File: src/rtl/dma_reg_pkg.sv
// Shared definitions for the DMA register responder: register offsets,
// engine state encoding, CTRL/CONFIG layouts and reset values.
package dma_reg_pkg;

    localparam logic [5:0] OFF_INTR            = 6'h00;
    localparam logic [5:0] OFF_CTRL            = 6'h04;
    localparam logic [5:0] OFF_IO_ADDR         = 6'h08;
    localparam logic [5:0] OFF_MEM_ADDR        = 6'h0C;
    localparam logic [5:0] OFF_EXTRA_INFO      = 6'h10;
    localparam logic [5:0] OFF_STATUS          = 6'h14;
    localparam logic [5:0] OFF_TRANSFER_COUNT  = 6'h18;
    localparam logic [5:0] OFF_DESCRIPTOR_ADDR = 6'h1C;
    localparam logic [5:0] OFF_ERROR_STATUS    = 6'h20;
    localparam logic [5:0] OFF_CONFIG          = 6'h24;

    // One past the last mapped byte offset.
    localparam logic [31:0] MAP_SPAN       = 32'h0000_0028;
    localparam logic [31:0] UNMAPPED_RDATA = 32'hDEAD_BEEF;

    typedef enum logic [1:0] {
        IDLE = 2'd0,
        BUSY = 2'd1,
        DONE = 2'd2
    } dma_state_e;

    typedef struct packed {
        logic [14:0] rsvd;
        logic        io_mem;
        logic [14:0] w_count;
        logic        start;
    } dma_ctrl_t;

    typedef struct packed {
        logic [21:0] rsvd;
        logic        intr_en;
        logic        auto_restart;
        logic [7:0]  prio;
    } dma_cfg_t;

    localparam dma_cfg_t CONFIG_RST = '{rsvd: 22'd0, intr_en: 1'b1,
                                        auto_restart: 1'b0, prio: 8'h00};

endpackage

File: src/rtl/dma_xfer_engine.sv
// Transfer-count engine: IDLE -> BUSY for w_count cycles -> DONE for one
// cycle, then back to IDLE or straight into another BUSY run.
module dma_xfer_engine
    import dma_reg_pkg::*;
(
    input  logic        clk,
    input  logic        reset,
    input  logic        start,
    input  logic [14:0] w_count,
    input  logic        auto_restart,
    output dma_state_e  state,
    output logic [15:0] count,
    output logic        done
);

    // Done is visible for exactly the one cycle the FSM sits in DONE.
    assign done = (state == DONE);

    // State and word counter; count is cleared on every (re)entry to BUSY.
    always_ff @(posedge clk) begin
        if (!reset) begin
            state <= IDLE;
            count <= 16'd0;
        end else begin
            case (state)
                IDLE: if (start) begin
                    state <= BUSY;
                    count <= 16'd0;
                end
                BUSY: begin
                    count <= count + 16'd1;
                    if (count + 16'd1 == {1'b0, w_count})
                        state <= DONE;
                end
                DONE: begin
                    if (auto_restart) begin
                        state <= BUSY;
                        count <= 16'd0;
                    end else begin
                        state <= IDLE;
                    end
                end
                default: state <= IDLE;
            endcase
        end
    end

endmodule

File: src/rtl/dma_reg_responder.sv
// DMA register-bus responder: address decode, register file, read mux and
// interrupt. Define DMA_REG_UNMAPPED_ERR_EN to flag unmapped/unaligned
// accesses in ERROR_STATUS[3] and return 32'hDEAD_BEEF for such reads.
module dma_reg_responder
    import dma_reg_pkg::*;
#(
    parameter logic [31:0] BASE_ADDR  = 32'h0000_0400,
    parameter logic [31:0] RD_DEFAULT = 32'h0000_0000
) (
    input  logic        clk,
    input  logic        reset,
    input  logic [31:0] addr,
    input  logic        wr_en,
    input  logic        valid,
    input  logic [31:0] wdata,
    output logic [31:0] rdata,
    output logic        irq,
    output logic        busy
);

    logic [15:0] intr_mask, intr_status;
    logic [14:0] w_count;
    logic        io_mem;
    logic [31:0] io_addr, mem_addr, extra_info, desc_addr;
    logic [3:0]  err_status;
    logic        done_sticky;
    dma_cfg_t    cfg;

    dma_state_e  state;
    logic [15:0] xfer_count;
    logic        done;

    logic [31:0] off, rd_val;
    logic        mapped, wr, ctrl_wr, start_req, zero_err, align_err, eng_start;
    logic        busy_err, unm_err;
    logic [3:0]  err_clr;
    logic [15:0] intr_clr;
    dma_ctrl_t   ctrl_wd;

    // Out-of-range addresses below BASE_ADDR wrap to huge offsets and fail the span check.
    assign off     = addr - BASE_ADDR;
    assign mapped  = (addr[1:0] == 2'b00) && (off < MAP_SPAN);
    assign wr      = valid && wr_en && mapped;
    assign ctrl_wr = wr && (off[5:0] == OFF_CTRL);
    assign ctrl_wd = dma_ctrl_t'(wdata);

    // Start qualification: zero count takes priority over misalignment.
    assign start_req = ctrl_wr && (state == IDLE) && ctrl_wd.start;
    assign zero_err  = start_req && (ctrl_wd.w_count == 15'd0);
    assign align_err = start_req && !zero_err &&
                       ((io_addr[1:0] != 2'b00) || (mem_addr[1:0] != 2'b00));
    assign eng_start = start_req && !zero_err && !align_err;
    assign busy_err  = ctrl_wr && (state != IDLE);

`ifdef DMA_REG_UNMAPPED_ERR_EN
    assign unm_err = valid && !mapped;
    assign err_clr = (wr && off[5:0] == OFF_ERROR_STATUS) ? wdata[3:0] : 4'd0;
`else
    assign unm_err = 1'b0;
    assign err_clr = (wr && off[5:0] == OFF_ERROR_STATUS) ? {1'b0, wdata[2:0]} : 4'd0;
`endif

    assign intr_clr = (wr && off[5:0] == OFF_INTR) ? wdata[15:0] : 16'd0;

    assign busy = (state == BUSY);
    assign irq  = cfg.intr_en && |(intr_status & intr_mask);

    dma_xfer_engine u_engine (
        .clk          (clk),
        .reset        (reset),
        .start        (eng_start),
        .w_count      (w_count),
        .auto_restart (cfg.auto_restart),
        .state        (state),
        .count        (xfer_count),
        .done         (done)
    );

    // Read mux over current (pre-edge) register contents.
    always_comb begin
        rd_val = RD_DEFAULT;
        if (mapped) begin
            case (off[5:0])
                OFF_INTR:            rd_val = {intr_mask, intr_status};
                OFF_CTRL:            rd_val = {15'd0, io_mem, w_count, 1'b0};
                OFF_IO_ADDR:         rd_val = io_addr;
                OFF_MEM_ADDR:        rd_val = mem_addr;
                OFF_EXTRA_INFO:      rd_val = extra_info;
                OFF_STATUS:          rd_val = {27'd0, state, |err_status, done_sticky, busy};
                OFF_TRANSFER_COUNT:  rd_val = {16'd0, xfer_count};
                OFF_DESCRIPTOR_ADDR: rd_val = desc_addr;
                OFF_ERROR_STATUS:    rd_val = {28'd0, err_status};
                OFF_CONFIG:          rd_val = cfg;
                default:             rd_val = RD_DEFAULT;
            endcase
        end else begin
`ifdef DMA_REG_UNMAPPED_ERR_EN
            rd_val = UNMAPPED_RDATA;
`else
            rd_val = RD_DEFAULT;
`endif
        end
    end

    // Register storage; W1C bits let a same-cycle hardware set win.
    always_ff @(posedge clk) begin
        if (!reset) begin
            intr_mask   <= 16'd0;
            intr_status <= 16'd0;
            w_count     <= 15'd0;
            io_mem      <= 1'b0;
            io_addr     <= 32'd0;
            mem_addr    <= 32'd0;
            extra_info  <= 32'd0;
            desc_addr   <= 32'd0;
            err_status  <= 4'd0;
            done_sticky <= 1'b0;
            cfg         <= CONFIG_RST;
            rdata       <= 32'd0;
        end else begin
            intr_status <= (intr_status & ~intr_clr) | {15'd0, done};
            err_status  <= (err_status & ~err_clr) |
                           {unm_err, busy_err, zero_err, align_err};
            if (eng_start)
                done_sticky <= 1'b0;
            else if (done)
                done_sticky <= 1'b1;
            if (wr) begin
                case (off[5:0])
                    OFF_INTR:            intr_mask <= wdata[31:16];
                    OFF_CTRL: if (state == IDLE) begin
                        w_count <= ctrl_wd.w_count;
                        io_mem  <= ctrl_wd.io_mem;
                    end
                    OFF_IO_ADDR:         io_addr    <= wdata;
                    OFF_MEM_ADDR:        mem_addr   <= wdata;
                    OFF_EXTRA_INFO:      extra_info <= wdata;
                    OFF_DESCRIPTOR_ADDR: desc_addr  <= wdata;
                    OFF_CONFIG:          cfg <= '{rsvd: 22'd0, intr_en: wdata[9],
                                                  auto_restart: wdata[8], prio: wdata[7:0]};
                    default: ;
                endcase
            end
            if (valid && !wr_en)
                rdata <= rd_val;
        end
    end

endmodule

File: config.mk
export PLATFORM = sky130hd
export DESIGN_NAME = dma_reg_responder
export DESIGN_NICKNAME = d
export VERILOG_FILES = /design/src/rtl/dma_reg_pkg.sv /design/src/rtl/dma_xfer_engine.sv /design/src/rtl/dma_reg_responder.sv
export SDC_FILE = /design/constraint.sdc
export NUM_CORES = 1
export LEC_CHECK = 0
export CORE_ASPECT_RATIO = 0.8
export CORE_MARGIN = 2
export CORE_UTILIZATION = 30
export CTS_BUF_LIST = sky130_fd_sc_hd__clkbuf_2
export DETAILED_ROUTE_END_ITERATION = 7
export GPL_ROUTABILITY_DRIVEN = 0
export HOLD_SLACK_MARGIN = 0.08
export PLACE_DENSITY = 0.46
export SYNTH_ARGS = -nofsm -noshare
export SYNTH_HDL_FRONTEND = slang
export SYNTH_SLANG_ARGS = --single-unit
File: constraint.sdc
create_clock -name clk -period 2.92 [get_ports clk]
set_input_delay 0.292 -clock clk [delete_from_list [all_inputs] [get_ports clk]]
set_output_delay 0.292 -clock clk [all_outputs]
set_load 0.02 [all_outputs]
# --- Yosys cells after proc, flatten, opt, wreduce, memory -nomap -nowiden ---
# Cells that the tools add are included.
word_totals:
  ram_bits: 0
  latch_bits: 0
  rom_bits: 0
  register_bits: 241
  elab_cells: 92
  n_memories: 0
  output_inout_bits: 34
op_classes:
  n_reduce_logical: 39
  div: 0
  mul: 0
  n_shift: 0
  n_bitwise: 8
  order_cmp: 1
  muxes: 11
  n_eq_ne: 15
  n_addsub: 2
op_table:
  columns: ["op", "count"]
  rows:
  - ["32-bit one-hot mux with 10 select lines", 1]
  - ["16-bit two-way mux", 3]
  - ["16-bit one-hot mux with 3 select lines", 1]
  - ["16-bit AND", 2]
  - ["32-bit by 6-bit less-than comparator with 1-bit output (second input constant)", 1]
  - ["32-bit two-way mux", 1]
  - ["32-bit by 11-bit subtractor with 32-bit output (second input constant)", 1]
  - ["6-bit by 5-bit == test with 1-bit output (second input constant)", 4]
  - ["16-bit by 1-bit adder with 16-bit output (second input constant)", 1]
  - ["16-bit by 15-bit == test with 1-bit output", 1]
  - ["16-bit inverter", 1]
  - ["16-bit by 1-bit OR with 16-bit output", 1]
  - ["16-bit OR reduction", 1]
  - ["1-bit logical AND", 15]
  - ["15-bit logical NOT", 1]
  - ["2-bit AND reduction", 7]
  - ["6-bit by 4-bit == test with 1-bit output (second input constant)", 2]
  - ["6-bit == test (second input constant)", 2]
  - ["6-bit by 3-bit == test with 1-bit output (second input constant)", 1]
  - ["6-bit logical NOT", 1]
  - ["2-bit one-hot mux with 3 select lines", 1]
  - ["3-bit AND reduction", 2]
  - ["2-bit nonzero test", 3]
  - ["4-bit AND", 1]
  - ["other kinds (16)", 21]

# --- Depth between registers and ports, before layout ---
# Gate-level depths: netlist of run 1.
depth:
  ltp_word: 15
  depth_mapped: 10

# --- Cells and area by module ---
# A second synthesis of run 1 with hierarchy kept.
hier_totals:
  hier_cells: 1203
  area_unflattened_um2: 10850.4
modules_own_cells:
  columns: ["mod", "cells_each", "area_each_um2", "instances"]
  rows:
  - ["dma_reg_responder", 1025, 9486.6, 1]
  - ["dma_xfer_engine", 178, 1363.8, 1]

# --- Worst setup path before layout of run 1 ---
# No wires, ideal clock.
synth_path:
  kind: "reg-to-reg"
  startpoint: "register u_engine.count[0]"
  endpoint: "register u_engine.state[0]"
  path_stages_with_launch: 8
  period_less_slack_ns: 2.021
  arrival_time_ns: 1.899
  setup_slack_ns: 0.899
  cell_sequence: "dfxtp_1 -> ha_1 -> nand3_1 -> xnor2_1 -> a311o_1 -> a311oi_1 -> nand4_1 -> o311a_1"
synth_between:
  elab_chain_len: 4
synth_rtl:
  columns: ["item", "line", "text"]
  rows:
  - ["start, declared", "dma_xfer_engine.sv:12", "output logic [15:0] count,"]
  - ["start signal, assigned", "dma_xfer_engine.sv:31", "count <= count + 16'd1;"]
  - ["16-bit by 1-bit adder with 16-bit output", "dma_xfer_engine.sv:32", "if (count + 16'd1 == {1'b0, w_count})"]
  - ["16-bit by 15-bit == test with 1-bit output", "dma_xfer_engine.sv:32", null]
  - ["2-bit by 1-bit != test with 1-bit output (no source line)", null, null]
  - ["2-bit AND reduction (no source line)", null, null]
  - ["end signal, assigned", "dma_xfer_engine.sv:33", "state <= DONE;"]
  - ["end signal, assigned", "dma_xfer_engine.sv:37", "state <= BUSY;"]
  - ["end signal, assigned", "dma_xfer_engine.sv:40", "state <= IDLE;"]
  - ["end, declared", "dma_xfer_engine.sv:11", "output dma_state_e state,"]
# No other way between the ends.
# A chain may end at the register's enable or synchronous reset.

# --- Worst setup path after layout of run 1 ---
layout_path:
  startpoint: "register u_engine.state[1]"
  endpoint: "output busy"
layout_between:
  elab_chain_len: 1
layout_rtl:
  columns: ["item", "line", "text"]
  rows:
  - ["start signal, assigned", "dma_xfer_engine.sv:22", "state <= IDLE;"]
  - ["start signal, assigned", "dma_xfer_engine.sv:27", "state <= BUSY;"]
  - ["start signal, assigned", "dma_xfer_engine.sv:33", null]
  - ["2-bit by 1-bit == test with 1-bit output", "dma_reg_responder.sv:65", "assign busy = (state == BUSY);"]
  - ["end, declared", "dma_reg_responder.sv:18", "output logic busy"]
# No other way between the ends.

==> impl_metrics.toml, run 1 <==
[outcome]
status = "complete, no violations"

[synthesis]
syn_inst = 1373
yosys_warnings = 0
synth-edff-count = 0
synth_seq_cells = 240
post_synth_mux_area_share_pct = 4.20
yosysSeqAreaShare_pct = 41.7
synth_compound_area_share_pct = 22.8
synth-adder-area-share_pct = 0.109
synth_flop_cell = "dfxtp_1"
yosysUniqueCellTypes = 68
yosysTopAreaCell = "dfxtp_1"
synth.avg_cell_area_sq_um = 8.38
yosys.area_share.simple_pct = 23.4
syn_area_sq_um = 11500
async_reset_ff_share_pct = 0
synth_top_area_share_pct = 41.7
synthXorXnorAreaFrac_pct = 2.21
synth_top_family_by_area = "simple AND/OR/NAND/NOR gates"
syn-num-nets = 1442
synthTopCellsByArea = "dfxtp_1, nand2_1, a21boi_1"

[setup_path]
crit_path_cell_trace = "nand2b_1 -> clkinv_1 -> buf_4 -> clkdlybuf4s50_1"
reg2reg_from = "u_engine.count[1]"
crit_buf_inv = 3
r2r-end = "u_engine.state[0]"
slowest_stage = "clkdlybuf4s50_1"
cp.arrival_ns = 2.51
r2r_cells = 7
path_class = "flip-flop to output pin"
slowest_delay_ns = 0.54
crit_cells = 4
critPathMaxFanout = 7
critical_path.top_delay_family = "buffers and inverters"
rrSetupSlack_ns = 0.37
start_kind = "flip-flop"
required_ns = 2.63
crit_path_end_kind = "output pin"

[sta]
fin_skew_ns = 0.0817
min_period_over_period_pct = 95.9
fin_tns_setup_ns = 0
slew_viol_final = 0
final_hold_viol_count = 0
finalSetupViolations = 0
layout_min_cycle_time_ns = 2.80
fmax_mhz = 357
worst_hold_slack_ns = 0.162
slew-limit-headroom_pct = 39.7
rsz0062_at_grt = "no"
worst_pin_slew_ns = 0.903

[cells_and_area]
multi_input_area_sq_um = 6080
n_fill_cell = 3978
post-route-cell-area_sq_um = 13900
area_delta_synth_final_pct = 21.0
regArea_sq_um = 4800
nets = 1584
drive_gt1_share_pct = 15.5

[hold_path]
hold_depth = 3
hold_class = "input port to flip-flop"
min_from = "wdata[17]"
hold_end = "desc_addr[17]"

[grt]
grt_pass1_wl_um = 63100
track_usage_pct = 20.8
met2_usage_pct = 30.1
use_met3_pct = 4.85
grtUsageMet1_pct = 30.2
grt_pass1_vias = 10163
antenna_found_initial = 2
busiest_layer = "met1"
grt_max_degree = 158
grt_remaining_overflow = 0

[clock_tree]
clock-sinks = 240
clockBufferDepth = 3
cts_tree = "yes"
h-tree-depth = 3
post_cts_buffers = 0
cts_buffers = 68
clk_latency_ns = 0.92
cts_root_buf = "clkbuf_2"
path_clk_slew_ns = 0.09

[floorplanning]
die_w_um = 223
core_area_sq_um = 38000
start_util_pct = 30.3
design.die.area_sq_um = 40000
io_pins = 102
fp-row-count = 64
die_y_um = 179

[power]
ir_worst_vdd_mv = 0.264
leakagePower_nw = 4.90
power_density_nw_per_um2 = 445

[detailed_routing]
drtIter0Drc = 843
ant_nets = 0
totalWireLength_um = 41100
drc = 0
drtPass1Iterations = 6
num_vias = 10531
post_drt_wl_per_cell_um = 20.0
drt-vias-per-instance = 5.13

[placement]
portBuffers = 101
dp_hpwl_um = 28700
placed_cell_area_sq_um = 13200

[run]
cap_violations = 0
layout make-up:
class / count / share of cell area (%)
inverter: 4 / 0.108
timing repair buffer: 193 / 13.0
antenna: 1 / 0.0180
clock inverter: 10 / 0.647
tap: 495 / 4.45
clock buffer: 101 / 3.63
sequential: 240 / 34.5
multi-input combinational: 1008 / 43.6
cell usage in the layout (no fill, tap or decap), types with 15 or more instances in the layout:
| master | count |
|---|---|
| mux2i_1 | 37 |
| nor2_1 | 15 |
| a21oi_1 | 21 |
| o21ai_0 | 49 |
| a222oi_1 | 17 |
| dfxtp_1 | 240 |
| a21boi_1 | 113 |
| and2_1 | 33 |
| nor2b_1 | 26 |
| nand3_1 | 30 |
| a21boi_0 | 41 |
| a22o_1 | 15 |
| xnor2_1 | 15 |
| a22oi_1 | 46 |
| nand2_1 | 395 |
| clkdlybuf4s50_1 | 97 |
| buf_4 | 71 |
| clkbuf_2 | 101 |
cells by family (layout without fill, tap and decap cells):
kind of cell | after synthesis | count (layout)
AO/OA/AOI/OAI | 357 | 357
XOR/XNOR | 29 | 29
AND/OR/NAND/NOR | 575 | 575
multiplexers | 46 | 46
flip-flops | 240 | 240
other | 0 | 1
buffers and inverters | 125 | 308
adder cells (fa/ha/maj) | 1 | 1
sequential cells by signal (all words and copies together) (netlist names), 2 cells and up:
name,cells
u_engine.count,16
w_count,15
intr_status,16
err_status,3
desc_addr,32
intr_mask,16
cfg,10
mem_addr,32
rdata,32
extra_info,32
u_engine.state,2
io_addr,32
worst max-delay path by stage:
stage	start	to	slack (ns)
after floorplan	u_engine.count[0]	u_engine.state[0]	0.90
after global placement	addr[5]	u_engine.count[2]	0.22
after detailed placement	addr[10]	rdata[12]	0.14
after CTS	u_engine.state[1]	busy	0.06
after global routing	u_engine.state[1]	busy	0.03
final	u_engine.state[1]	busy	0.12
per-layer routing:
| metal | vias up | wire (um) |
|---|---|---|
| li1 | 5082 | - |
| met1 | 5030 | 20400 |
| met2 | 342 | 16900 |
| met3 | 77 | 2800 |
| met4 | 0 | 1000 |
| met5 | - | 0 |
metrics by stage:
| step | util [%] | power (mW) | cells | setup WS, ns |
|---|---|---|---|---|
| 5_1_grt | 36.6 | 6.49 | 2052 | 0.0348 |
| 3_5_place_dp | 34.7 | 3.72 | 1926 | 0.139 |
| 2_1_floorplan | - | 3.50 | 1373 | 0.899 |
| 3_3_place_gp | 34.7 | 3.72 | 1926 | 0.221 |
| 4_1_cts | 36.6 | 6.29 | 2051 | 0.0634 |
| 6_report | 36.6 | 6.19 | 2052 | 0.119 |
synth_stat cells (5+ instances only):
library cell	number
nand2_1	395
dfxtp_1	240
a21boi_1	113
clkbuf_1	68
o21ai_0	49
a22oi_1	46
a21boi_0	41
mux2i_1	37
and2_1	33
buf_2	31
nand3_1	30
nor2b_1	26
a21oi_1	21
a222oi_1	17
a22o_1	15
nor2_1	15
xnor2_1	15
xor2_1	14
buf_6	13
o22ai_1	12
a21boi_2	11
nand2_2	10
a221oi_1	8
buf_4	8
mux2_2	8
nand4_1	8
nor3_1	8
nor4_1	7
and3_1	6
and4_1	6
nor4_2	5
power by group:
group | internal, mW | switching [mW]
Sequential | 3.27 | 0.0000000000266
Clock | 1.08 | 1.46
Combinational | 0.178 | 0.208
Total | 4.53 | 1.67
worst min-delay path, cell delays in order:
cell and delay (ns):
clkdlybuf4s50_1 0.53, nand2_1 0.10, a21boi_1 0.05
repair_timing:
action,in CTS,in global routing
setup endpoints to repair,1,0
resized for setup,1,0
hold buffers,14,0
endpoints found under the hold margin,95,0
Power figures use the tool's default switching activity.
==> run 2: changes to the inputs <==
- clock period: 2.92 -> 2.8 ns (I/O delays scaled with it)
==> impl_metrics.toml, run 2 (same netlist as run 1, synthesis figures left out) <==
[sta]
slew_viol_final = 0
finalSetupViolations = 0
min_period_over_period_pct = 95.1
rsz0062_at_grt = "no"
slew-limit-headroom_pct = 38.6
fin_tns_setup_ns = 0
finalWorstSetupSlack_ns = 0.138
fmax_mhz = 376
layout_min_cycle_time_ns = 2.66
worst_hold_slack_ns = 0.162
fin_skew_ns = 0.103
worst_pin_slew_ns = 0.919
final_hold_viol_count = 0

[power]
leakagePower_nw = 4.98
combPwrFrac_pct = 6.3
power_density_nw_per_um2 = 456
ir_worst_vdd_mv = 0.225
netSwitchingFraction_pct = 27.4
intPower_mw = 4.65
pwr-share-clk_pct = 40.4
p_sw_mw = 1.75
power_mw = 6.41
pwr-share-seq_pct = 53.2

[floorplanning]
die_w_um = 223
core_area_sq_um = 38000
start_util_pct = 30.3
design.die.area_sq_um = 40000
die_y_um = 179
fp-row-count = 64
io_pins = 102

[detailed_routing]
drtIter0Drc = 1041
post_drt_wl_per_cell_um = 20.0
drt-vias-per-instance = 5.13
totalWireLength_um = 41400
num_vias = 10613
drc = 1
ant_nets = 0
drtPass1Iterations = 8

[clock_tree]
clk_latency_ns = 0.89
cts_buffers = 70
clockBufferDepth = 3
cts_root_buf = "clkbuf_2"
path_clk_slew_ns = 0.10
h-tree-depth = 3
clock-sinks = 240
cts_tree = "yes"

[placement]
dp_hpwl_um = 29200
portBuffers = 101
placed_cells = 1943
dp_slack_ns = 0.0463

[hold_path]
hold_class = "input port to flip-flop"
min_from = "wdata[3]"
hold_end = "desc_addr[3]"
hold_depth = 4

[grt]
antenna_found_initial = 1
grt_pass1_wl_um = 62400
grt_remaining_overflow = 0
grt_max_degree = 128
grt_pass1_vias = 10090
track_usage_pct = 20.6

[setup_path]
rrSetupSlack_ns = 0.35
start_kind = "flip-flop"
slowest_delay_ns = 0.62
crit_path_cell_trace = "nand2b_2 -> clkinv_1 -> buf_4 -> clkdlybuf4s50_1"
cp.arrival_ns = 2.38
r2r_cells = 6
critical_path.top_delay_family = "buffers and inverters"
reg2reg_from = "u_engine.count[2]"
r2r-end = "u_engine.state[0]"
crit_path_end_kind = "output pin"
path_class = "flip-flop to output pin"
slowest_stage = "clkdlybuf4s50_1"
critPathMaxFanout = 7
crit_buf_inv = 3
required_ns = 2.52

[cells_and_area]
drive_gt1_share_pct = 16.7
final_cell_mix = "nand2_1, dfxtp_1, a21boi_1, clkbuf_2, clkdlybuf4s50_1"
layout_commonest_cell = "nand2_1"
fin_cells = 2070
area_delta_synth_final_pct = 22.0
nets = 1601

[outcome]
violations = "DRC"
status = "finished, violations left"

[run]
cap_violations = 0
[run 2: cell types whose count changed in the layout (fill, tap and decap cells not counted), sizes merged]
cell	before	now
bufinv	2	1
buf	81	98
clkinvlp	0	1
diode	1	2
clkbuf	101	103
dlygate4sd3	14	12
[run 2: how the worst max path moves through the flow]
stage / startpoint / end / cells past startpoint
global route: intr_status[14] / irq / 5
CTS: u_engine.state[1] / busy / 4
global placement: addr[1] / u_engine.count[2] / 8
detailed placement: addr[1] / u_engine.count[2] / 8
floorplan: u_engine.count[0] / u_engine.state[0] / 7
finish: u_engine.state[1] / busy / 4
[run 2: metal layers]
metal	vias to the layer above	GRT usage, %	share of wire [%]
met5	-	0	0
met4	0	5.68	1.6
met3	44	4.18	6.5
met2	359	30.7	42
met1	5098	30.1	50
li1	5112	-	-
[run 2: stage by stage]
stage / cell area (sq um) / utilization, %
floorplan: 11500 / -
global placement: 13300 / 35.0
detailed placement: 13300 / 35.0
CTS: 14000 / 36.9
global route: 14000 / 36.9
finish: 14000 / 36.9
[run 2: timing repair]
action | 4_1_cts | 5_1_grt
hold buffers | 12 | 0
pin swaps | 0 | 0
setup buffers | 0 | 0
endpoints found under the setup margin | 1 | 1
gates resized for setup | 1 | 1
hold endpoints to repair | 86 | 0
[run 2: final cells by class]
cell class,count,area (sq um)
sequential,240,4800
clock buffer,103,515
multi-input combinational,1008,6080
inverter,4,15.0
tap,495,619
fill,3973,24000
clock inverter,10,72.6
antenna,2,5.00
timing repair buffer,208,1930
[run 2: power by group through the flow]
stage / Clock [mW] / Combinational [mW] / Sequential (mW)
after floorplan: 0 / 0.157 / 3.49
after global placement: 0 / 0.394 / 3.49
after detailed placement: 0 / 0.392 / 3.49
after CTS: 2.70 / 0.407 / 3.41
after global routing: 2.87 / 0.428 / 3.41
final: 2.59 / 0.406 / 3.41
[run 2: worst reg2reg max path, cell delays in order, from the launching register on]
cell      delay [ns]
dfxtp_1         0.56
nand4_2         0.30
nor4_4          0.46
xnor2_1         0.14
o221ai_1        0.28
o211ai_1        0.24
o311a_1         0.37
==> run 3: changes to the inputs <==
- PLACE_DENSITY: 0.46 -> unset
- PLACE_DENSITY_LB_ADDON: unset -> 0.08
==> impl_metrics.toml, run 3 (same netlist as run 1, synthesis figures left out) <==
[outcome]
status = "complete, no violations"

[floorplanning]
start_util_pct = 30.3
die_w_um = 223
core_area_sq_um = 38000
design.die.area_sq_um = 40000
die_y_um = 179
io_pins = 102
fp-row-count = 64

[sta]
layout_min_cycle_time_ns = 2.64
fmax_mhz = 379
slew-limit-headroom_pct = 30.4
fin_skew_ns = 0.0689
final_hold_viol_count = 0
slew_viol_final = 0
finalWorstSetupSlack_ns = 0.160
min_period_over_period_pct = 94.3
rsz0062_at_grt = "no"
fin_tns_setup_ns = 0
worst_pin_slew_ns = 1.04
finalSetupViolations = 0

[detailed_routing]
num_vias = 10445
drt-vias-per-instance = 5.07
post_drt_wl_per_cell_um = 21.3
drtIter0Drc = 975
ant_nets = 0
drc = 0
totalWireLength_um = 43900
drtPass1Iterations = 7

[clock_tree]
h-tree-depth = 3
cts_root_buf = "clkbuf_2"
path_clk_slew_ns = 0.09
clock-sinks = 240
cts_buffers = 71
clockBufferDepth = 3
cts_tree = "yes"
post_cts_buffers = 0
clk_latency_ns = 0.85

[cells_and_area]
fin_cells = 2062
drive_gt1_share_pct = 16.0
nets = 1593
layout_commonest_cell = "nand2_1"
final_cell_mix = "nand2_1, dfxtp_1, a21boi_1, clkbuf_2, clkdlybuf4s50_1"
post-route-cell-area_sq_um = 14100
area_delta_synth_final_pct = 22.4
fin_util_pct = 37.0

[setup_path]
path_class = "flip-flop to output pin"
slowest_delay_ns = 0.62
required_ns = 2.52
reg2reg_from = "u_engine.count[5]"
start_kind = "flip-flop"
rrSetupSlack_ns = 0.35
r2r-end = "u_engine.state[0]"
cp.arrival_ns = 2.36
slowest_stage = "clkdlybuf4s50_1"
crit_path_end_kind = "output pin"
r2r_cells = 6
crit_path_cell_trace = "nand2b_2 -> clkinv_1 -> buf_4 -> clkdlybuf4s50_1"
critPathMaxFanout = 7

[hold_path]
min_from = "wdata[26]"
hold_class = "input port to flip-flop"
hold_end = "intr_mask[10]"
hold_depth = 3

[placement]
dp_hpwl_um = 30200
placed_cell_area_sq_um = 13400
dp_slack_ns = 0.0527
portBuffers = 101
placed_cells = 1936

[grt]
grt_pass1_wl_um = 65300
grt_pass1_vias = 10106
grt_remaining_overflow = 0
grt_max_degree = 95
antenna_found_initial = 3
track_usage_pct = 21.9

[power]
power_density_nw_per_um2 = 454
ir_worst_vdd_mv = 0.167
leakagePower_nw = 4.97

[run]
cap_violations = 0
run 3: changes by cell type in the layout (fill, tap and decap cells not counted), moves of 2 or more:
cell | before | now
clkinv_1 | 5 | 10
buf_4 | 87 | 70
buf_12 | 8 | 18
dlygate4sd3_1 | 12 | 10
run 3: worst max-delay path by stage:
stage | start | endpoint | slack (ns) | depth (start not counted)
floorplan | u_engine.count[0] | u_engine.state[0] | 0.78 | 7
global placement | addr[5] | u_engine.count[2] | 0.09 | 9
detailed placement | addr[10] | rdata[4] | 0.05 | 7
CTS | u_engine.state[1] | busy | 0.06 | 4
global route | intr_mask[14] | irq | 0.01 | 5
finish | u_engine.state[1] | busy | 0.16 | 4
run 3: cell type report:
cell class,count,area [sq um]
Antenna cell,2,5.00
Clock buffer,102,510
Clock inverter,12,71.3
Fill cell,3972,23900
Inverter,4,15.0
Multi-Input combinational cell,1008,6080
Sequential cell,240,4800
Tap cell,495,619
Timing Repair Buffer,199,1990
run 3: worst max-delay path: cells and delay by family, from the launching register on:
| family | cells | cell delay (ns) |
|---|---|---|
| buf+inv | 3 | 0.88 |
| flops | 1 | 0.36 |
| simple gates | 1 | 0.26 |
run 3: power breakdown:
part	switching [mW]	total (mW)	internal, mW
Sequential	0.0000000000282	3.41	3.41
Clock	1.53	2.58	1.04
Combinational	0.224	0.413	0.188
Total	1.76	6.40	4.64
run 3: stage by stage:
stage                     power [mW]  hold WS (ns)
final                           6.40         0.164
after global placement          3.89         0.433
after global routing            6.71         0.123
after floorplan                 3.65         0.367
after detailed placement        3.89         0.442
after CTS                       6.52        0.0807
run 3: repair_timing:
item,in CTS,in global routing
hold buffers,10,0
resized for setup,2,0
hold endpoints to repair,95,0
endpoints found under the setup margin,2,0
run 3: metal layers:
layer  track usage (%)  share of wire (%)  vias to the layer above
li1                  -                  -                     5096
met1              31.9                 51                     4978
met2              32.3                 41                      325
met3              5.29                6.8                       46
met4              5.45                1.3                        0
met5                 0                  0                        -
